File: config.mk
export PLATFORM = sky130hd
export DESIGN_NAME = dyn_text_line_s02_flat
export DESIGN_NICKNAME = d
export VERILOG_FILES = /design/src/rtl/dyn_text_line_s02_if.sv /design/src/rtl/dyn_text_line_s02.sv /design/src/flat_wrapper.sv
export SDC_FILE = /design/constraint.sdc
export NUM_CORES = 1
export LEC_CHECK = 0
export CORE_ASPECT_RATIO = 0.75
export CORE_MARGIN = 1
export CORE_UTILIZATION = 50
export CTS_CLUSTER_SIZE = 12
export DETAILED_ROUTE_END_ITERATION = 8
export GPL_TIMING_DRIVEN = 0
export PLACE_DENSITY = 0.79
export SETUP_SLACK_MARGIN = 0.05
export SLEW_MARGIN = 25
export SYNTH_ARGS = -nofsm -noshare
export SYNTH_HDL_FRONTEND = slang
export SYNTH_SLANG_ARGS = --single-unit
File: constraint.sdc
create_clock -name px_clk -period 9.7 [get_ports px_clk]
set_input_delay 1.94 -clock px_clk [delete_from_list [all_inputs] [get_ports px_clk]]
set_output_delay 1.94 -clock px_clk [all_outputs]
set_load 0.03 [all_outputs]
File: src/rtl/dyn_text_line_s02_if.sv
`default_nettype none
// ============================================================================
//  Module   : dyn_text_line_s02_if
//  Brief    : Stream, character-buffer write and font-ROM signals of the
//             text-line overlay, grouped so the block drops into a chain.
//  Revision : 1.0  initial release
// ============================================================================
interface dyn_text_line_s02_if #(
    parameter int AW = 4
);
    logic [25:0]   RGBStr_i;
    logic [9:0]    posx_i;
    logic [9:0]    posy_i;
    logic          blink_en;
    logic          wr_en;
    logic [AW-1:0] wr_addr;
    logic [7:0]    wr_char;
    logic [7:0]    rom_data;
    logic [25:0]   RGBStr_o;
    logic [9:0]    posx_o;
    logic [9:0]    posy_o;
    logic [10:0]   addr_rom;

    // Upstream / host side: drives the stream, the buffer writes and the ROM data
    modport master (
        output RGBStr_i, posx_i, posy_i, blink_en, wr_en, wr_addr, wr_char, rom_data,
        input  RGBStr_o, posx_o, posy_o, addr_rom
    );

    // Overlay block side
    modport slave (
        input  RGBStr_i, posx_i, posy_i, blink_en, wr_en, wr_addr, wr_char, rom_data,
        output RGBStr_o, posx_o, posy_o, addr_rom
    );
endinterface
`default_nettype wire

File: src/rtl/dyn_text_line_s02.sv
`default_nettype none
// ============================================================================
//  Module   : dyn_text_line_s02
//  Brief    : Inline overlay drawing a line of NCHARS buffered characters,
//             magnified PSIZE times, from an external synchronous 8x8 font
//             ROM. Optional transparent background and VS-synced blink.
//             Four-stage pipeline, one pixel per clock, no stalls.
//  Revision : 1.0  initial release
// ============================================================================
module dyn_text_line_s02 #(
    parameter int         NCHARS      = 16,
    parameter int         PSIZE       = 2,
    parameter logic [2:0] COLOR_FG    = 3'b110,
    parameter logic [2:0] COLOR_BG    = 3'b001,
    parameter bit         ALPHA       = 1'b1,
    parameter int         BLINK_SHIFT = 4,
    parameter logic [7:0] SPACE_CHAR  = 8'h20
) (
    input logic               px_clk,
    input logic               reset,
    dyn_text_line_s02_if.slave bus
);

    // Geometry constants; NCHARS*8*PSIZE <= 1024 keeps every part-select
    // below inside the 10-bit offset.
    localparam int c_aw     = (NCHARS > 1) ? $clog2(NCHARS) : 1;
    localparam int c_psh    = $clog2(PSIZE);
    localparam int c_line_w = NCHARS * 8 * PSIZE;
    localparam int c_line_h = 8 * PSIZE;

    // Stream field positions
    localparam int c_act = 0;
    localparam int c_vs  = 1;

    // ------------------------------------------------------------------
    // Character buffer and frame counter state
    // ------------------------------------------------------------------
    logic [7:0]             r_buf [NCHARS];
    logic                   r_vs_prev;
    logic [BLINK_SHIFT:0]   r_cnt;

    // ------------------------------------------------------------------
    // Pipeline registers
    // ------------------------------------------------------------------
    logic [25:0] r_s1_rgb, r_s2_rgb, r_s3_rgb, r_out_rgb;
    logic [9:0]  r_s1_posx, r_s2_posx, r_s3_posx, r_out_posx;
    logic [9:0]  r_s1_posy, r_s2_posy, r_s3_posy, r_out_posy;
    logic        r_s1_inside, r_s2_inside, r_s3_inside;
    logic [2:0]  r_s1_col, r_s2_col, r_s3_col;
    logic [2:0]  r_s1_row;
    logic [7:0]  r_s1_char;
    logic        r_s1_blink, r_s2_blink, r_s3_blink;
    logic [10:0] r_addr_rom;

    // ------------------------------------------------------------------
    // Stage 1 combinational geometry
    // ------------------------------------------------------------------
    logic [9:0]      w_dx;
    logic [9:0]      w_dy;
    logic            w_inside;
    logic [c_aw-1:0] w_idx;
    logic [2:0]      w_col;
    logic [2:0]      w_row;
    logic [7:0]      w_char;
    logic            w_wr_ok;

    // Offsets wrap modulo 1024, so pixels left of / above the corner land
    // far beyond the box and fall outside naturally.
    assign w_dx     = bus.RGBStr_i[22:13] - bus.posx_i;
    assign w_dy     = bus.RGBStr_i[12:3]  - bus.posy_i;
    assign w_inside = ({1'b0, w_dx} < 11'(c_line_w)) && ({1'b0, w_dy} < 11'(c_line_h));
    assign w_idx    = w_dx[3 + c_psh +: c_aw];
    assign w_col    = w_dx[c_psh +: 3];
    assign w_row    = w_dy[c_psh +: 3];
    assign w_wr_ok  = bus.wr_en && (int'(bus.wr_addr) < NCHARS);

    // Buffer read; the index is only meaningful when the pixel is inside
    always_comb begin
        w_char = 8'h00;
        if (w_inside) begin
            w_char = r_buf[w_idx];
        end
    end

    // Character buffer: space-filled on reset, written by the host port
    always_ff @(posedge px_clk) begin
        if (reset) begin
            for (int i = 0; i < NCHARS; i++) begin
                r_buf[i] <= SPACE_CHAR;
            end
        end else if (w_wr_ok) begin
            r_buf[bus.wr_addr[c_aw-1:0]] <= bus.wr_char;
        end
    end

    // Frame counter advanced on each rising VS of the incoming stream
    always_ff @(posedge px_clk) begin
        if (reset) begin
            r_vs_prev <= 1'b0;
            r_cnt     <= '0;
        end else begin
            r_vs_prev <= bus.RGBStr_i[c_vs];
            if (bus.RGBStr_i[c_vs] && !r_vs_prev) begin
                r_cnt <= r_cnt + 1'b1;
            end
        end
    end

    // Stage 1: capture the pixel and its glyph coordinates
    always_ff @(posedge px_clk) begin
        if (reset) begin
            r_s1_rgb    <= '0;
            r_s1_posx   <= '0;
            r_s1_posy   <= '0;
            r_s1_inside <= 1'b0;
            r_s1_col    <= '0;
            r_s1_row    <= '0;
            r_s1_char   <= '0;
            r_s1_blink  <= 1'b0;
        end else begin
            r_s1_rgb    <= bus.RGBStr_i;
            r_s1_posx   <= bus.posx_i;
            r_s1_posy   <= bus.posy_i;
            r_s1_inside <= w_inside;
            r_s1_col    <= w_col;
            r_s1_row    <= w_row;
            r_s1_char   <= w_char;
            r_s1_blink  <= bus.blink_en;
        end
    end

    // Stage 2: issue the font-ROM address; hold it for pixels outside the box
    always_ff @(posedge px_clk) begin
        if (reset) begin
            r_s2_rgb    <= '0;
            r_s2_posx   <= '0;
            r_s2_posy   <= '0;
            r_s2_inside <= 1'b0;
            r_s2_col    <= '0;
            r_s2_blink  <= 1'b0;
            r_addr_rom  <= '0;
        end else begin
            r_s2_rgb    <= r_s1_rgb;
            r_s2_posx   <= r_s1_posx;
            r_s2_posy   <= r_s1_posy;
            r_s2_inside <= r_s1_inside;
            r_s2_col    <= r_s1_col;
            r_s2_blink  <= r_s1_blink;
            if (r_s1_inside) begin
                r_addr_rom <= {r_s1_char, r_s1_row};
            end
        end
    end

    // Stage 3: wait out the ROM's one-cycle read latency
    always_ff @(posedge px_clk) begin
        if (reset) begin
            r_s3_rgb    <= '0;
            r_s3_posx   <= '0;
            r_s3_posy   <= '0;
            r_s3_inside <= 1'b0;
            r_s3_col    <= '0;
            r_s3_blink  <= 1'b0;
        end else begin
            r_s3_rgb    <= r_s2_rgb;
            r_s3_posx   <= r_s2_posx;
            r_s3_posy   <= r_s2_posy;
            r_s3_inside <= r_s2_inside;
            r_s3_col    <= r_s2_col;
            r_s3_blink  <= r_s2_blink;
        end
    end

    // ------------------------------------------------------------------
    // Stage 4 colour selection
    // ------------------------------------------------------------------
    logic       w_pix;
    logic       w_blank;
    logic [2:0] w_rgb;

    assign w_pix   = bus.rom_data[3'd7 - r_s3_col];
    assign w_blank = r_s3_blink && r_cnt[BLINK_SHIFT];

    // Paint glyph pixels; everything off-glyph or inactive keeps its colour
    always_comb begin
        w_rgb = r_s3_rgb[25:23];
        if (r_s3_rgb[c_act] && r_s3_inside) begin
            if (w_pix && !w_blank) begin
                w_rgb = COLOR_FG;
            end else if (!ALPHA) begin
                w_rgb = COLOR_BG;
            end
        end
    end

    // Stage 4: output register; sync and coordinate fields pass untouched
    always_ff @(posedge px_clk) begin
        if (reset) begin
            r_out_rgb  <= '0;
            r_out_posx <= '0;
            r_out_posy <= '0;
        end else begin
            r_out_rgb  <= {w_rgb, r_s3_rgb[22:0]};
            r_out_posx <= r_s3_posx;
            r_out_posy <= r_s3_posy;
        end
    end

    assign bus.RGBStr_o = r_out_rgb;
    assign bus.posx_o   = r_out_posx;
    assign bus.posy_o   = r_out_posy;
    assign bus.addr_rom = r_addr_rom;

endmodule
`default_nettype wire

File: src/flat_wrapper.sv
// flat-port wrapper written by rule: the top's interface ports become plain ports
module dyn_text_line_s02_flat 
#(
    parameter int         NCHARS      = 16,
    parameter int         PSIZE       = 2,
    parameter logic [2:0] COLOR_FG    = 3'b110,
    parameter logic [2:0] COLOR_BG    = 3'b001,
    parameter bit         ALPHA       = 1'b1,
    parameter int         BLINK_SHIFT = 4,
    parameter logic [7:0] SPACE_CHAR  = 8'h20
)
  (px_clk, reset, bus_RGBStr_i, bus_posx_i, bus_posy_i, bus_blink_en, bus_wr_en, bus_wr_addr, bus_wr_char, bus_rom_data, bus_RGBStr_o, bus_posx_o, bus_posy_o, bus_addr_rom);
  dyn_text_line_s02_if #(.AW(4)) bus_i ();
  input logic px_clk;
  input logic reset;
  input wire logic [$bits(bus_i.RGBStr_i)-1:0] bus_RGBStr_i;
  input wire logic [$bits(bus_i.posx_i)-1:0] bus_posx_i;
  input wire logic [$bits(bus_i.posy_i)-1:0] bus_posy_i;
  input wire logic [$bits(bus_i.blink_en)-1:0] bus_blink_en;
  input wire logic [$bits(bus_i.wr_en)-1:0] bus_wr_en;
  input wire logic [$bits(bus_i.wr_addr)-1:0] bus_wr_addr;
  input wire logic [$bits(bus_i.wr_char)-1:0] bus_wr_char;
  input wire logic [$bits(bus_i.rom_data)-1:0] bus_rom_data;
  output wire logic [$bits(bus_i.RGBStr_o)-1:0] bus_RGBStr_o;
  output wire logic [$bits(bus_i.posx_o)-1:0] bus_posx_o;
  output wire logic [$bits(bus_i.posy_o)-1:0] bus_posy_o;
  output wire logic [$bits(bus_i.addr_rom)-1:0] bus_addr_rom;
  assign bus_i.RGBStr_i = bus_RGBStr_i;
  assign bus_i.posx_i = bus_posx_i;
  assign bus_i.posy_i = bus_posy_i;
  assign bus_i.blink_en = bus_blink_en;
  assign bus_i.wr_en = bus_wr_en;
  assign bus_i.wr_addr = bus_wr_addr;
  assign bus_i.wr_char = bus_wr_char;
  assign bus_i.rom_data = bus_rom_data;
  assign bus_RGBStr_o = bus_i.RGBStr_o;
  assign bus_posx_o = bus_i.posx_o;
  assign bus_posy_o = bus_i.posy_o;
  assign bus_addr_rom = bus_i.addr_rom;
  dyn_text_line_s02 #(.NCHARS(NCHARS), .PSIZE(PSIZE), .COLOR_FG(COLOR_FG), .COLOR_BG(COLOR_BG), .ALPHA(ALPHA), .BLINK_SHIFT(BLINK_SHIFT), .SPACE_CHAR(SPACE_CHAR)) u_core (.px_clk(px_clk), .reset(reset), .bus(bus_i));
endmodule
==> results.md, run 1 <==
* Input/output buffers at 126
* Final Max Tran Viols at 0
* Post-CTS Setup Bufs at 0
* Layout fillers at 2190
* Placer Congestion at 0.938
* Crit path DAT at 5.96 ns
* Top cell by count, worst path: clkbuf_1
* Syn Nets at 1338
* Gr usage total at 25.3%
* Peak Freq at 180 MHz
* Post-Synthesis Cells at 1249
* TNS Setup at 0 ns
* CP Capture Type: flip-flop
* Final hold violations at 0
* Worst Setup Start Kind: input port
* DR WL met2 at 15400 microns
* Hold crit path type: flip-flop to flip-flop
* RSZ-0062 raised after global routing: false
* Vias in the first global route at 9437
* Via/cell ratio at 5.70
* Drt pass-1 iters at 6
* Slowest library cell on the worst path: mux2i_1
* Cell count along the critical path at 13
* Top cells by area, synth: dfxtp_1 (32%), edfxtp_1 (28%), nor2b_1 (8.2%)
* Max layer used: met4
* Core Rows at 52
* R2r worst-path depth at 6
* Delay-heaviest family, CP: buffers and inverters
* Critical-path cell list: clkdlybuf4s50_1 -> inv_1 -> ha_1 -> clkbuf_1 -> o21ai_0 -> nor2_1 -> mux2i_1 -> clkbuf_1 -> clkbuf_1 -> a221oi_1 -> a21oi_1 -> nor3_1 -> nor3_1
* Initial antenna violation count at 0
* Synth top area share at 32.5%
* Skew-Pair Late Insertion Delay at 0.54 ns
* Primary FF master, synth: dfxtp_1
* Crit-path max FO at 10
* I/O pins at 127
* Synth Register Bits at 354
* Initial DRC count at 1318
* Final-stage net count at 1503
* P per Cell Area at 202 nW/um^2
* CTS root buf: clkbuf_16
* CTS Buffer Depth at 3
* Synthesis-to-layout area growth at 19.7%
* Leakage at 6.11 nW
* Slew @ Worst Pin at 0.978 ns
* Area of the die at 28500 sq um
* Most frequent cells in the layout: dfxtp_1 (226), nor2b_1 (182), edfxtp_1 (128), and2_1 (127), clkdlybuf4s50_1 (126)
* Initial Utilization at 51.2%
* Overflow after GRT at 0
* Commonest non-fill, non-tap cell in the layout: dfxtp_1
* Hold slack at 0.425 ns
* Vias at 10168
* Sequential cell area fraction in the yosys report at 60.1%
* Post_cts resized at 0
* Syn Area/Cell at 11.1 sq um
* H-tree levels at 2
* Largest net degree at the start of global routing at 14
* Post-Syn Area at 13900 sq um
* Max Cap Violations at 0
* Min-Delay Path Depth at 1
* DR DRC count at 0
* WL met3 at 3960 microns
* Status: complete, no violations
* Fraction of layout cells with a size suffix above 1 at 5.16%
* CORE AREA at 27200 sq um
* Count of buffer and inverter cells on the critical path at 5
* Flop2flop setup slack at 7.73 ns
* # setup viols final at 0
* Synth warnings at 0
* Maximum VDD drop at 0.000153 V
* Fin Clk Skew at 0.0240 ns
* TritonCTS buffer count at 36
* Hpwl dp at 25800 microns
* Area leader, netlist: dfxtp_1
* Die Span X at 195 microns
* CTS tree: yes
* Final ANT Viol Nets at 0
* Post-synth EDFFs at 128
* Slowest Stage Delay on Critical Path at 0.52 ns
* First-pass GRT wire length at 54800 microns
* Final Cycle Share at 57.4%
* Clock transition at path regs at 0.06 ns
* Die height at 147 microns
* DR WL/cell at 20.4 microns
* Crit Path Category: input port to flip-flop
* Slew margin rel. at 34.3%
* Final wirelength at 36400 microns
* Yosys cell types at 51
* DRT met1 WL at 16000 microns
* CTS Sinks at 354
* Number of hold buffers added after cts at 0
* N_diodes at 0
* Crit path required time at 10.09 ns
* Ys async rst share at 0%
* Post-layout minimum cycle time at 5.57 ns
## flip-flops by register name (all words and copies together) (netlist names), 11 cells and up
signal	cells
u_core.bus.addr_rom	11
u_core.r_s2_rgb	26
u_core.r_buf	128
u_core.r_s3_rgb	26
u_core.bus.RGBStr_o	26
u_core.r_s1_rgb	26
## final timing paths
| path | from | to |
|---|---|---|
| worst min-delay path | u_core.r_s2_blink$_SDFF_PP0_ | u_core.r_s3_blink$_SDFF_PP0_ |
| worst max-delay path | bus_posx_i[4] | u_core.r_s1_char[0]$_SDFF_PP0_ |
| worst min register to register | u_core.r_s2_blink$_SDFF_PP0_ | u_core.r_s3_blink$_SDFF_PP0_ |
| worst max register to register | u_core.r_buf[10][0]$_SDFFCE_PN0P_ | u_core.r_s1_char[0]$_SDFF_PP0_ |
## synth_stat cells (2+ instances only)
library cell / count
a211oi_1: 17
a21o_1: 8
a21oi_1: 57
a221o_1: 15
a221oi_1: 50
a22oi_1: 32
a311o_1: 2
a31o_2: 4
a31oi_1: 16
and2_1: 127
buf_1: 6
buf_2: 2
clkbuf_1: 74
dfxtp_1: 226
edfxtp_1: 128
fa_1: 2
ha_1: 17
inv_1: 24
mux2i_1: 17
mux4_2: 2
nand2_1: 43
nand2b_1: 11
nand3_1: 3
nand4_1: 5
nor2_1: 60
nor2b_1: 182
nor3_1: 24
o21a_1: 2
o21ai_0: 20
o22ai_1: 8
or2_2: 16
or3_1: 15
xnor2_1: 9
xor2_1: 8
## power by group
group / switching, mW / internal [mW]
clock network: 0.553 / 0.703
registers: 0.0271 / 1.60
logic: 0.303 / 0.174
total: 0.883 / 2.48
## cells by family after synthesis
| logic type | count (synthesis) | synth area share (%) |
|---|---|---|
| and+or+nand+nor | 494 | 20.3 |
| AOI/OAI and AO/OA | 237 | 12.1 |
| muxes | 21 | 1.71 |
| adders and majority gates | 19 | 1.82 |
| buffers and inverters | 107 | 2.96 |
| xor gates and xnor gates | 17 | 1.07 |
| DFF | 354 | 60.1 |
## stage by stage
step / cells / setup slack, ns / util, % / cell area, sq um / total power, mW
4_1_cts: 1784 / 4.29 / 61.3 / 16700 / 3.36
5_1_grt: 1784 / 3.90 / 61.3 / 16700 / 3.48
6_report: 1784 / 4.13 / 61.3 / 16700 / 3.36
2_1_floorplan: 1249 / 5.09 / - / 13900 / 1.94
3_5_place_dp: 1727 / 3.77 / 57.5 / 15600 / 2.12
3_3_place_gp: 1726 / 3.83 / 57.5 / 15600 / 2.10
## metal layers
layer | up-vias | GRT usage, %
li1 | 4720 | -
met1 | 4789 | 37.2
met2 | 577 | 37.2
met3 | 82 | 5.22
met4 | 0 | 7.90
met5 | - | 0
## final cells by class
type	count	area (sq um)	share of cell area, %
flip-flops and latches	354	8370	50.2
multi-input cells	788	5140	30.9
repair buffers	127	1270	7.63
clock buffers	50	973	5.84
well taps	351	439	2.63
plain buffers	83	322	1.93
inverters	24	90.1	0.540
clock inverters	7	63.8	0.383
(Power assumes the default switching activity.)
==> run 2: changes to the inputs <==
PLACE_DENSITY = 0.82   (was 0.79)
clock period = 5 ns   (was 9.7 ns; I/O delays follow)
==> run 2 against run 1 <==
Net effect: the run now ends with DRC left; routed wire length is 2.4% lower; sequential share of layout area about the same; first-iteration DRC count down 5.1%; worst hold slack better by 0.0013 ns; critical endpoint is now u_core.r_s1_char[7]$_SDFF_PP0_; largest cell class unchanged.
==> results.md, run 2 (synthesis gave the netlist of run 1 again) <==
* Top reg by flops: u_core.r_buf
* Total power at 6.50 mW
* Commonest non-fill, non-tap cell in the layout: dfxtp_1
* Final Cycle Share at 90.3%
* Hold slack at 0.426 ns
* Final-stage net count at 1502
* Pint at 4.80 mW
* Post-CTS Setup Bufs at 0
* Input/output buffers at 126
* Initial antenna violation count at 1
* I/O pins at 127
* Drt pass-1 iters at 9
* Die height at 147 microns
* DR DRC count at 4
* Logic pwr share at 14.0%
* Final ANT Viol Nets at 0
* Fraction of layout cells with a size suffix above 1 at 5.18%
* Die Span X at 195 microns
* Crit-path max FO at 10
* DR WL/cell at 19.9 microns
* Slew @ Worst Pin at 1.11 ns
* Area of the die at 28500 sq um
* Hpwl dp at 25000 microns
* # setup viols final at 0
* P per Cell Area at 390 nW/um^2
* Number of hold buffers added after cts at 0
* R2r worst-path depth at 6
* Leakage at 6.10 nW
* Crit path required time at 5.40 ns
* Layout fillers at 2142
* Initial DRC count at 1251
* Most frequent cells in the layout: dfxtp_1 (226), nor2b_1 (182), edfxtp_1 (128), and2_1 (127), clkdlybuf4s50_1 (126)
* Post-route cell area at 16700 sq um
* Slew margin rel. at 25.9%
* TNS Setup at 0 ns
* Sw Ratio at 26.1%
* CTS Sinks at 354
* Clock transition at path regs at 0.06 ns
* Placer Congestion at 0.936
* TritonCTS buffer count at 36
* Skew-Pair Late Insertion Delay at 0.53 ns
* Final Max Tran Viols at 0
* Fin util at 61.3%
* Peak Freq at 222 MHz
* Initial Utilization at 51.2%
* CORE AREA at 27200 sq um
* Violated checks: DRC
* Post_cts resized at 0
* Fin Clk Skew at 0.0152 ns
* RSZ-0062 raised after global routing: false
* Final hold violations at 0
* Vias at 10265
* CTS Buffer Depth at 3
* Min-Delay Path Depth at 1
* Vias in the first global route at 9675
* Post-layout minimum cycle time at 4.51 ns
* Crit path DAT at 4.92 ns
* Crit Path Category: input port to flip-flop
* CTS tree: yes
* Status: complete, but fails checks
* CP Capture Type: flip-flop
* Core Rows at 52
* Largest net degree at the start of global routing at 14
* CTS root buf: clkbuf_16
* Max Cap Violations at 0
* Placed cell area at 15600 sq um
* Synthesis-to-layout area growth at 19.7%
* Sequential share of power at 48.6%
* Gr usage total at 24.9%
* H-tree levels at 2
* Clock share of power at 37.4%
* First-pass GRT wire length at 54400 microns
* Via/cell ratio at 5.77
* Overflow after GRT at 0
* Worst Setup Start Kind: input port
* Maximum VDD drop at 0.000252 V
* Final wirelength at 35500 microns
* Hold crit path type: flip-flop to flip-flop
* Sw Pwr at 1.70 mW
* Max reg flops at 128
==> run 2: cell count changes in the layout (fill, tap and decap cells not counted), sizes merged <==
| cell | change |
|---|---|
| clkinv | -2 |
| clkbuf | -3 |
| diode | +1 |
| clkinvlp | +1 |
| buf | -1 |
==> run 2: path summary, 6_finish.rpt <==
path,startpoint,end,slack [ns]
hold / removal,u_core.r_s1_posy[6]$_SDFF_PP0_,u_core.r_s2_posy[6]$_SDFF_PP0_,0.43
hold reg to reg,u_core.r_s1_posy[6]$_SDFF_PP0_,u_core.r_s2_posy[6]$_SDFF_PP0_,0.43
setup / recovery,bus_posx_i[4],u_core.r_s1_char[7]$_SDFF_PP0_,0.49
setup reg to reg,u_core.r_buf[10][3]$_SDFFCE_PN0P_,u_core.r_s1_char[3]$_SDFF_PP0_,2.96
==> run 2: power by group through the flow <==
stage	Clock (mW)	Sequential (mW)	Combinational (mW)
after global placement	0	3.21	0.849
after detailed placement	0	3.22	0.874
after floorplan	0	3.21	0.553
final	2.43	3.16	0.912
after CTS	2.46	3.16	0.880
after global routing	2.58	3.17	0.970
==> run 2: layout make-up <==
type                       count  area (sq um)  share of cell area [%]
inverter                      24          90.1                   0.541
sequential                   354          8370                    50.2
tap                          351           439                    2.64
buffer                        83           322                    1.93
clock inverter                 6          63.8                   0.383
clock buffer                  47           966                    5.80
antenna                        1          2.50                  0.0150
timing repair buffer         126          1260                    7.57
multi-input combinational    788          5150                    30.9
==> run 2: worst max-delay path: stages <==
cell	delay (ns)
clkdlybuf4s50_1	0.54
inv_1	0.08
ha_1	0.27
clkbuf_1	0.29
o21ai_0	0.14
nor2_1	0.30
mux2i_1	0.56
clkbuf_1	0.48
clkbuf_1	0.40
a221oi_1	0.26
a21oi_1	0.21
nor3_1	0.06
nor3_1	0.32
==> run 2: per-layer routing <==
metal | global-route usage [%] | share of wire, % | vias to the layer above
met5 | 0 | 0 | -
li1 | - | - | 4723
met3 | 5.01 | 10 | 79
met2 | 38.1 | 44 | 590
met1 | 35.1 | 43 | 4873
met4 | 8.73 | 2.6 | 0
==> run 2: per-stage QoR <==
| step | setup slack (ns) | std cells |
|---|---|---|
| after floorplan | 1.33 | 1249 |
| after CTS | 0.664 | 1779 |
| after detailed placement | 0.101 | 1726 |
| after global placement | 0.264 | 1726 |
| after global routing | 0.267 | 1779 |
| final | 0.486 | 1780 |
